## src/rtl/r22sdf_pkg.sv

```systemverilog
// ---------------------------------------------------------------------------
// r22sdf_pkg
// Shared types and helpers for the R2^2SDF pipeline stages.
//   seq_state_t : frame sequencer state (IDLE / RUN)
//   tw_mult_k   : twiddle multiplier K for quarter index Q (0/2/1/3)
//   tw_lat      : total ROM + converter latency in clock cycles
// ---------------------------------------------------------------------------
package r22sdf_pkg;

   typedef enum logic {
      IDLE = 1'b0,
      RUN  = 1'b1
   } seq_state_t;

   // Quarter 0 has no rotation; quarters 1/2/3 use twiddle multipliers 2/1/3.
   function automatic logic [1:0] tw_mult_k(input logic [1:0] q);
      case (q)
         2'd0:    tw_mult_k = 2'd0;
         2'd1:    tw_mult_k = 2'd2;
         2'd2:    tw_mult_k = 2'd1;
         default: tw_mult_k = 2'd3;
      endcase
   endfunction

   function automatic int tw_lat(input int rom_ff, input int tw_ff, input int tc_ff);
      return rom_ff + tw_ff + tc_ff;
   endfunction

endpackage

```

## src/rtl/twiddle_delay_line.sv

```systemverilog
// ---------------------------------------------------------------------------
// twiddle_delay_line
// Fixed-depth shift register used to keep side-band bits aligned with a
// pipelined datapath. DEPTH=0 is a pure wire.
//   clock     : clock
//   reset     : synchronous active-high reset, clears every stage
//   din       : WIDTH-bit input word, shifted in every cycle
//   dout      : din delayed by DEPTH cycles
//   lane0_any : OR of bit 0 of every stage (bit 0 is the valid lane), so the
//               owner can tell whether anything is still in flight
// ---------------------------------------------------------------------------
module twiddle_delay_line #(
   parameter int DEPTH = 3,
   parameter int WIDTH = 3
) (
   input  logic             clock,
   input  logic             reset,
   input  logic [WIDTH-1:0] din,
   output logic [WIDTH-1:0] dout,
   output logic             lane0_any
);

   generate
      if (DEPTH == 0) begin : g_pass
         assign dout      = din;
         assign lane0_any = 1'b0;
      end else begin : g_pipe
         logic [WIDTH-1:0] stage_reg [DEPTH];
         logic [DEPTH-1:0] lane0_bits;

         always_ff @(posedge clock) begin
            if (reset) begin
               for (int i = 0; i < DEPTH; i++) begin
                  stage_reg[i] <= '0;
               end
            end else begin
               stage_reg[0] <= din;
               for (int i = 1; i < DEPTH; i++) begin
                  stage_reg[i] <= stage_reg[i-1];
               end
            end
         end

         for (genvar gi = 0; gi < DEPTH; gi++) begin : g_tap
            assign lane0_bits[gi] = stage_reg[gi][0];
         end

         assign dout      = stage_reg[DEPTH-1];
         assign lane0_any = |lane0_bits;
      end
   endgenerate

endmodule

```

## src/rtl/twiddle_sequencer.sv

```systemverilog
// ---------------------------------------------------------------------------
// twiddle_sequencer
// Twiddle-address generator for one R2^2SDF multiplier stage. Counts accepted
// samples within an N = 2**LOG_N point frame, issues the twiddle number and
// delays valid/first/last markers by the ROM + converter latency.
// LOG_N must be at least 3.
//   clock    : clock
//   reset    : synchronous active-high reset
//   di_en    : sample accepted this cycle
//   frm_clr  : frame realign; the current sample (if any) becomes index 0
//   tw_addr  : twiddle number P*K for the current sample (combinational)
//   tw_en    : tw_addr valid (= di_en)
//   tc_en    : tw_en delayed by ROM_FF+TW_FF+TC_FF cycles
//   tc_first : tc_en-aligned marker of index 0
//   tc_last  : tc_en-aligned marker of index N-1
//   busy     : frame partially received or markers still in flight
//   frm_cnt  : (only with TWSEQ_FRAME_CNT_EN) wrapping count of tc_last pulses
// Build option: define TWSEQ_FRAME_CNT_EN to add the frm_cnt output.
// ---------------------------------------------------------------------------
module twiddle_sequencer
   import r22sdf_pkg::*;
#(
   parameter int LOG_N  = 6,
   parameter int ROM_FF = 1,
   parameter int TW_FF  = 1,
   parameter int TC_FF  = 1
) (
   input  logic             clock,
   input  logic             reset,
   input  logic             di_en,
   input  logic             frm_clr,
   output logic [LOG_N-1:0] tw_addr,
   output logic             tw_en,
   output logic             tc_en,
   output logic             tc_first,
   output logic             tc_last,
   output logic             busy
`ifdef TWSEQ_FRAME_CNT_EN
   ,
   output logic [15:0]      frm_cnt
`endif
);

   localparam int LAT = tw_lat(ROM_FF, TW_FF, TC_FF);

   seq_state_t       state_reg;
   logic [LOG_N-1:0] cnt_reg;
   logic [LOG_N-1:0] idx;
   logic [1:0]       quad;
   logic [1:0]       k;
   logic [LOG_N-1:0] p_ext;
   logic             is_first;
   logic             is_last;
   logic             inflight;

   // A realign on the same cycle as a sample makes that sample index 0.
   assign idx      = frm_clr ? '0 : cnt_reg;
   assign quad     = idx[LOG_N-1:LOG_N-2];
   assign p_ext    = {2'b00, idx[LOG_N-3:0]};
   assign k        = tw_mult_k(quad);

   // P*K with K in 0..3 as shift/add; 3*(N/4-1) fits in LOG_N bits.
   assign tw_addr  = (k[1] ? (p_ext << 1) : '0) + (k[0] ? p_ext : '0);
   assign tw_en    = di_en;
   assign is_first = di_en && (idx == '0);
   assign is_last  = di_en && (idx == '1);

   always_ff @(posedge clock) begin
      if (reset) begin
         cnt_reg   <= '0;
         state_reg <= IDLE;
      end else if (frm_clr) begin
         cnt_reg   <= {{(LOG_N-1){1'b0}}, di_en};
         state_reg <= di_en ? RUN : IDLE;
      end else if (di_en) begin
         cnt_reg   <= cnt_reg + 1'b1;
         state_reg <= (cnt_reg == '1) ? IDLE : RUN;
      end
   end

   twiddle_delay_line #(
      .DEPTH (LAT),
      .WIDTH (3)
   ) u_delay (
      .clock     (clock),
      .reset     (reset),
      .din       ({is_last, is_first, di_en}),
      .dout      ({tc_last, tc_first, tc_en}),
      .lane0_any (inflight)
   );

   assign busy = (state_reg == RUN) || inflight;

`ifdef TWSEQ_FRAME_CNT_EN
   logic [15:0] frm_cnt_reg;

   always_ff @(posedge clock) begin
      if (reset) begin
         frm_cnt_reg <= '0;
      end else if (tc_last) begin
         frm_cnt_reg <= frm_cnt_reg + 16'd1;
      end
   end

   assign frm_cnt = frm_cnt_reg;
`endif

endmodule

```

## config.mk

```make
export PLATFORM = sky130hd
export DESIGN_NAME = twiddle_sequencer
export DESIGN_NICKNAME = d
export VERILOG_FILES = /design/src/rtl/r22sdf_pkg.sv /design/src/rtl/twiddle_delay_line.sv /design/src/rtl/twiddle_sequencer.sv
export SDC_FILE = /design/constraint.sdc
export NUM_CORES = 1
export LEC_CHECK = 0
export CAP_MARGIN = 40
export CORE_ASPECT_RATIO = 1.1
export CORE_MARGIN = 10
export CORE_UTILIZATION = 48
export CTS_CLUSTER_SIZE = 30
export DETAILED_ROUTE_END_ITERATION = 10
export PLACE_DENSITY = 0.76
export SYNTH_ARGS = -nofsm -noshare
export SYNTH_HDL_FRONTEND = slang
export SYNTH_SLANG_ARGS = --single-unit
```

## constraint.sdc

```tcl
create_clock -name clock -period 2.3 [get_ports clock]
set_input_delay 0.46 -clock clock [delete_from_list [all_inputs] [get_ports clock]]
set_output_delay 0.46 -clock clock [all_outputs]
set_load 0.01 [all_outputs]
```

Yosys cells after proc, flatten, opt, wreduce, memory -nomap -nowiden
Memory sizes are Yosys's and may differ from the RTL's.
Index checks and enable logic that the tools add are counted.
{"block": "word_totals", "wordCells": 37, "input_bits": 4, "ram_bits": 9, "reg_bits": 7, "memories": 1, "output_inout_bits": 11}
{"block": "op_classes", "reduce_logical": 8, "n_eq_ne": 4, "n_addsub": 2, "mux": 16, "n_bitwise": 3}
{"memory": "u_delay.g_pipe.stage_reg", "depth": 3, "width": 3, "rd": 3, "rd_clocked_by_memory_dff": 0, "write_ports": 3, "line_no": "twiddle_delay_line.sv:28", "text": "logic [WIDTH-1:0] stage_reg [DEPTH];"}
{"cell": "equality test 6 bit, second input constant", "count": 2}
{"cell": "two-way mux 1 bit", "count": 9}
{"cell": "two-way mux 3 bit", "count": 3}
{"cell": "adder 5 x 4 -> 6 bit", "count": 1}
{"cell": "adder 6 x 1 -> 6 bit, second input constant", "count": 1}
{"cell": "logical NOT 6 bit", "count": 1}
{"cell": "two-way mux 6 bit", "count": 1}
{"cell": "one-hot mux 2 bit (3 select lines)", "count": 1}
{"cell": "two-way mux 5 bit", "count": 1}
{"cell": "two-way mux 4 bit", "count": 1}
{"cell": "bitwise OR 1 bit", "count": 3}
{"cell": "OR reduction 3 bit", "count": 1}
{"cell": "equality test 2 x 1 -> 1 bit, second input constant", "count": 1}
{"cell": "equality test 2 bit, second input constant", "count": 1}
{"cell": "logical AND 1 bit", "count": 2}
{"cell": "logical NOT 2 bit", "count": 1}
{"cell": "nonzero test 2 bit", "count": 1}
{"cell": "OR reduction 2 bit", "count": 1}
{"cell": "logical OR 1 bit", "count": 1}

Logic depth before layout (Yosys ltp)
{"block": "logic_depth", "word_depth": 5, "depth_mapped": 8, "ltp_nobuf": 8}

Modules after synthesis
Synthesis repeated with hierarchy kept, for this count alone.
{"block": "unflattened", "cells_unflattened": 90, "area_unflattened_um2": 805.8}
{"module": "twiddle_sequencer", "cells_per_inst": 68, "instances": 1, "area_per_inst_um2": 540.5}
{"module": "twiddle_delay_line", "cells_per_inst": 22, "instances": 1, "area_per_inst_um2": 265.3}

Worst setup path before layout
Ideal clock, no wire load.
{"block": "synth_timing", "path_type": "input-to-output", "start": "in frm_clr", "end": "out tw_addr[5]", "path_slack_ps": 43, "path_buffers": 0, "required_time_ps": 1840, "cell_stages": 8, "t_arrival_ps": 1797, "path_cell_list": "nor2b_1 -> and2_1 -> ha_1 -> inv_1 -> fa_1 -> inv_1 -> a21oi_1 -> nor3_1"}
{"block": "synth_between", "elab_chain_cells": 5}
{"element": "start, declared", "line_no": "twiddle_sequencer.sv:31", "text": "input logic frm_clr,"}
{"element": "two-way mux 6 bit *", "line_no": "twiddle_sequencer.sv:57", "text": "assign idx = frm_clr ? '0 : cnt_reg;"}
{"element": "equality test 2 bit, or another cell as far along", "line_no": "r22sdf_pkg.sv:17", "text": "case (q)"}
{"element": "one-hot mux 2 bit (3 select lines)", "line_no": "r22sdf_pkg.sv:17"}
{"element": "two-way mux 5 bit / two-way mux 4 bit (equally long branches)", "line_no": "twiddle_sequencer.sv:63", "text": "assign tw_addr = (k[1] ? (p_ext << 1) : '0) + (k[0] ? p_ext : '0);"}
{"element": "adder 5 x 4 -> 6 bit *", "line_no": "twiddle_sequencer.sv:63"}
{"element": "end, declared", "line_no": "twiddle_sequencer.sv:32", "text": "output logic [LOG_N-1:0] tw_addr,"}
Mark *: on every way between the ends. The rest lies on a longest branch, timed or not.

Final worst setup path
{"block": "layout_timing", "start": "reg cnt_reg[5]", "end": "out tw_addr[5]"}
{"block": "layout_between", "elab_chain_cells": 5}
{"element": "start, declared", "line_no": "twiddle_sequencer.sv:47", "text": "logic [LOG_N-1:0] cnt_reg;"}
{"element": "start signal, assigned", "line_no": "twiddle_sequencer.sv:73", "text": "cnt_reg <= {{(LOG_N-1){1'b0}}, di_en};"}
{"element": "start signal, assigned", "line_no": "twiddle_sequencer.sv:76", "text": "cnt_reg <= cnt_reg + 1'b1;"}
{"element": "two-way mux 6 bit *", "line_no": "twiddle_sequencer.sv:57"}
{"element": "equality test 2 bit, or another cell as far along", "line_no": "r22sdf_pkg.sv:17"}
{"element": "one-hot mux 2 bit (3 select lines) *", "line_no": "r22sdf_pkg.sv:17"}
{"element": "two-way mux 5 bit / two-way mux 4 bit (equally long branches)", "line_no": "twiddle_sequencer.sv:63"}
{"element": "adder 5 x 4 -> 6 bit *", "line_no": "twiddle_sequencer.sv:63"}
Marked as above.

==> results.cfg <==
[placed_design]
placed_area_um2 = 1007
hpwl_um = 1309
io_buffers = 14
place.gp.congestion = 0.8532
dp_cells = 125

[setup_path]
r2r_end = cnt_reg[5]
cp_cell_sequence = nor2b_4 > and2_4 > ha_4 > inv_2 > fa_2 > inv_2 > a21oi_2 > nor3_2 > buf_2
path_max_fanout = 2
reg2reg_slack_ps = 990
r2r_start = cnt_reg[2]
critical-path-top-delay-family = adder cells
worst-path-buf-inv = 3
worst_path_max_delay_cell = fa_2
rr_worst_depth = 4
cp-end-kind = output pin
crit_arrival_ps = 1930
crit_start = cnt_reg[5]
critical_path_class = flip-flop to output pin
crit_required_ps = 1840
startpoint_type = flip-flop
cpMostUsedCell = inv_2
critical-path-max-stage-delay_ps = 400

[global_route]
track_usage_pct = 11.28
overflow = 0
first_global_vias = 721
grt_first_pass_wirelength_um = 3146
grt_max_degree = 10
antenna_found_initial = 0

[synth]
synth_common_cells = 16 x dfxtp_1, 9 x nor2b_1, 8 x nor2_1
syn_area_um2 = 750.7
async_flop_share_pct = 0
synth_edf_count = 0
synth_area_leaders = dfxtp_1 43%, nor2b_1 7.5%, ha_1 6.7%
synthesis.nets = 92
synth_ff_type = dfxtp_1
synth.distinct_cells = 28
synth_cells = 83
ys_seq_area_share_pct = 42.67
synth_top_area_share_pct = 42.67
ys_warn_count = 0
syn_area_per_cell_um2 = 9.045
synth_top_area_cell = dfxtp_1
yosysMostFrequentCell = dfxtp_1
ys_seq_elements = 16

[clocking]
clkLatencyLatePin_ps = 280
cts_hold_buffers = 0
cts_root_buf = clkbuf_4
clk_pin_slew_ps = 90
clk_path_buf_depth = 2
cts_tree = yes
numCtsBuffers = 3
cts_sinks = 16
htree_levels = 1

[power]
powerDensity_nw_per_um2 = 418.9
p_leak_nw = 0.5391
vdd_drop_max_v = 0.0002162

[detailed_routing]
routed_wl_um = 1887
vias = 671
viasPerCell = 5.122
drt-pass1-iter-count = 4
drt_iter0_markers = 17
ant_nets = 0
drc_errors = 0
wl_per_cell_um = 14.40

[layout]
instances_no_fill = 131
nFillCells = 94
design_area_um2 = 1134
multi_input_area_um2 = 475.5
ff_latch_area_um2 = 322.8
largest_reg_flops = 9
syn2layout_area_growth_pct = 51.00
drive_gt1_share_pct = 42.61
nNetsFinal = 126
n_antenna_cell = 0

[worst_hold_path]
min_to = u_delay.g_pipe.stage_reg[0][4]
holdCritPathClass = flip-flop to flip-flop
whs_path_depth = 1
hold_start = u_delay.g_pipe.stage_reg[0][1]

[sta]
post-route-min-period_ps = 2393
slew_violations = 0
worst_slew_margin_rel_pct = 74.89
finalCritPeriodShare_pct = 104.0
hold_viol_final = 0
worstMarginPinSlew_ps = 376.7
rsz0062_at_grt = yes
finalClockSkew_ps = 6.118
fmax_ghz = 0.4179
setup_viol = 1
worst_slack_ps = -92.69

[outcome]
violations = setup timing
status = complete, but fails checks

[flow_run]
max_cap_viol_count = 0

[die]
dieArea_um2 = 3548
die_h_um = 61.48
die_w_um = 57.71
io_pins = 15
rows = 14
core_um2 = 1419
initial_core_util_pct = 52.91
-- timing repair --
item                                    4_1_cts  5_1_grt
hold endpoints to repair                      0        0
pin swaps                                     8        7
endpoints found under the setup margin        6        4
setup buffers                                 1        2
resized for setup                            41        8
-- cells in the final DEF (no fill, tap or decap) --
cell type        synthesis  final
buf_4                    1     16
dfxtp_1                 16     14
clkdlybuf4s50_1          0      9
nor2_1                   8      8
nor2b_1                  9      7
inv_2                    0      4
nand2_1                  6      4
buf_2                    1      4
a21oi_2                  1      3
xnor2_1                  3      3
xor2_1                   3      3
ha_4                     0      3
clkbuf_4                 0      3
buf_6                    0      3
nor2b_4                  0      2
nand2_4                  0      2
and2_4                   0      2
inv_1                    7      2
nand2b_1                 2      2
nor4_1                   2      2
o21ai_0                  2      2
dfxtp_2                  0      2
and2_1                   3      1
and2_2                   1      1
inv_4                    0      1
a21o_1                   1      1
nor3_2                   0      1
or4_1                    1      1
a21oi_1                  3      1
or2_0                    1      1
nand4_1                  1      1
nand4_2                  1      1
mux2i_1                  1      1
a41o_1                   1      1
or3_1                    1      1
fa_2                     0      1
ha_1                     4      1
-- through the flow --
step                      setup TNS (ps)  utilization [%]  total power (W)  setup WS [ps]  hold slack [ps]
after global placement             -3264            70.99        0.0003391         -860.1            418.2
after floorplan                        0                -        0.0003153          43.20            413.8
after detailed placement           -3553            70.99        0.0003400         -934.9            429.3
final                             -92.69            79.89        0.0004749         -92.69            447.3
after global routing              -322.0            79.89        0.0005012         -160.3            460.0
after CTS                         -45.88            77.07        0.0004808         -45.88            450.5
-- layer usage --
| layer | share of wire (%) | track usage [%] | routed length [um] |
|---|---|---|---|
| met1 | 41 | 12.09 | 774 |
| met2 | 52 | 19.79 | 988 |
| met3 | 6.1 | 3.292 | 116 |
| met4 | 0.37 | 6.040 | 7 |
| met5 | 0 | 0 | 0 |
-- layout make-up --
class / instances / share of cell area [%]
repair buffers: 32 / 23.29
well taps: 16 / 1.766
flip-flops and latches: 16 / 28.48
clock buffers: 3 / 1.987
multi-input cells: 57 / 41.94
inverters: 7 / 2.539
-- cells by family after synthesis --
logic type | Yosys count | synth area share [%]
and+or+nand+nor | 37 | 27.17
DFF | 16 | 42.67
buffers and inverters | 10 | 5.667
AOI/OAI and AO/OA | 8 | 6.833
xor gates and xnor gates | 6 | 7.001
adders and majority gates | 5 | 9.334
muxes | 1 | 1.333
-- where the power goes --
group | internal (W) | total (W) | leakage (nW) | switching, W
sequential | 0.000284 | 0.000287 | 0.131 | 0.00000312
clock | 0.0000606 | 0.000140 | 0.0138 | 0.0000795
combinational | 0.0000251 | 0.0000474 | 0.394 | 0.0000223
total | 0.000370 | 0.000475 | 0.539 | 0.000105
-- worst max-delay path by stage --
stage / slack, ps / depth (start not counted) / to
after global placement: -860 / 10 / tw_addr[5]
after floorplan: 40 / 8 / tw_addr[5]
after detailed placement: -930 / 10 / tw_addr[5]
after global routing: -160 / 9 / tw_addr[5]
final: -90 / 9 / tw_addr[5]
after CTS: -50 / 9 / tw_addr[5]
-- worst reg2reg max path: stages, from the launching register on --
cell	delay, ps
dfxtp_1	450
buf_4	180
nand4_2	130
or3_1	360
a21oi_2	140
(Power assumes the default switching activity.)
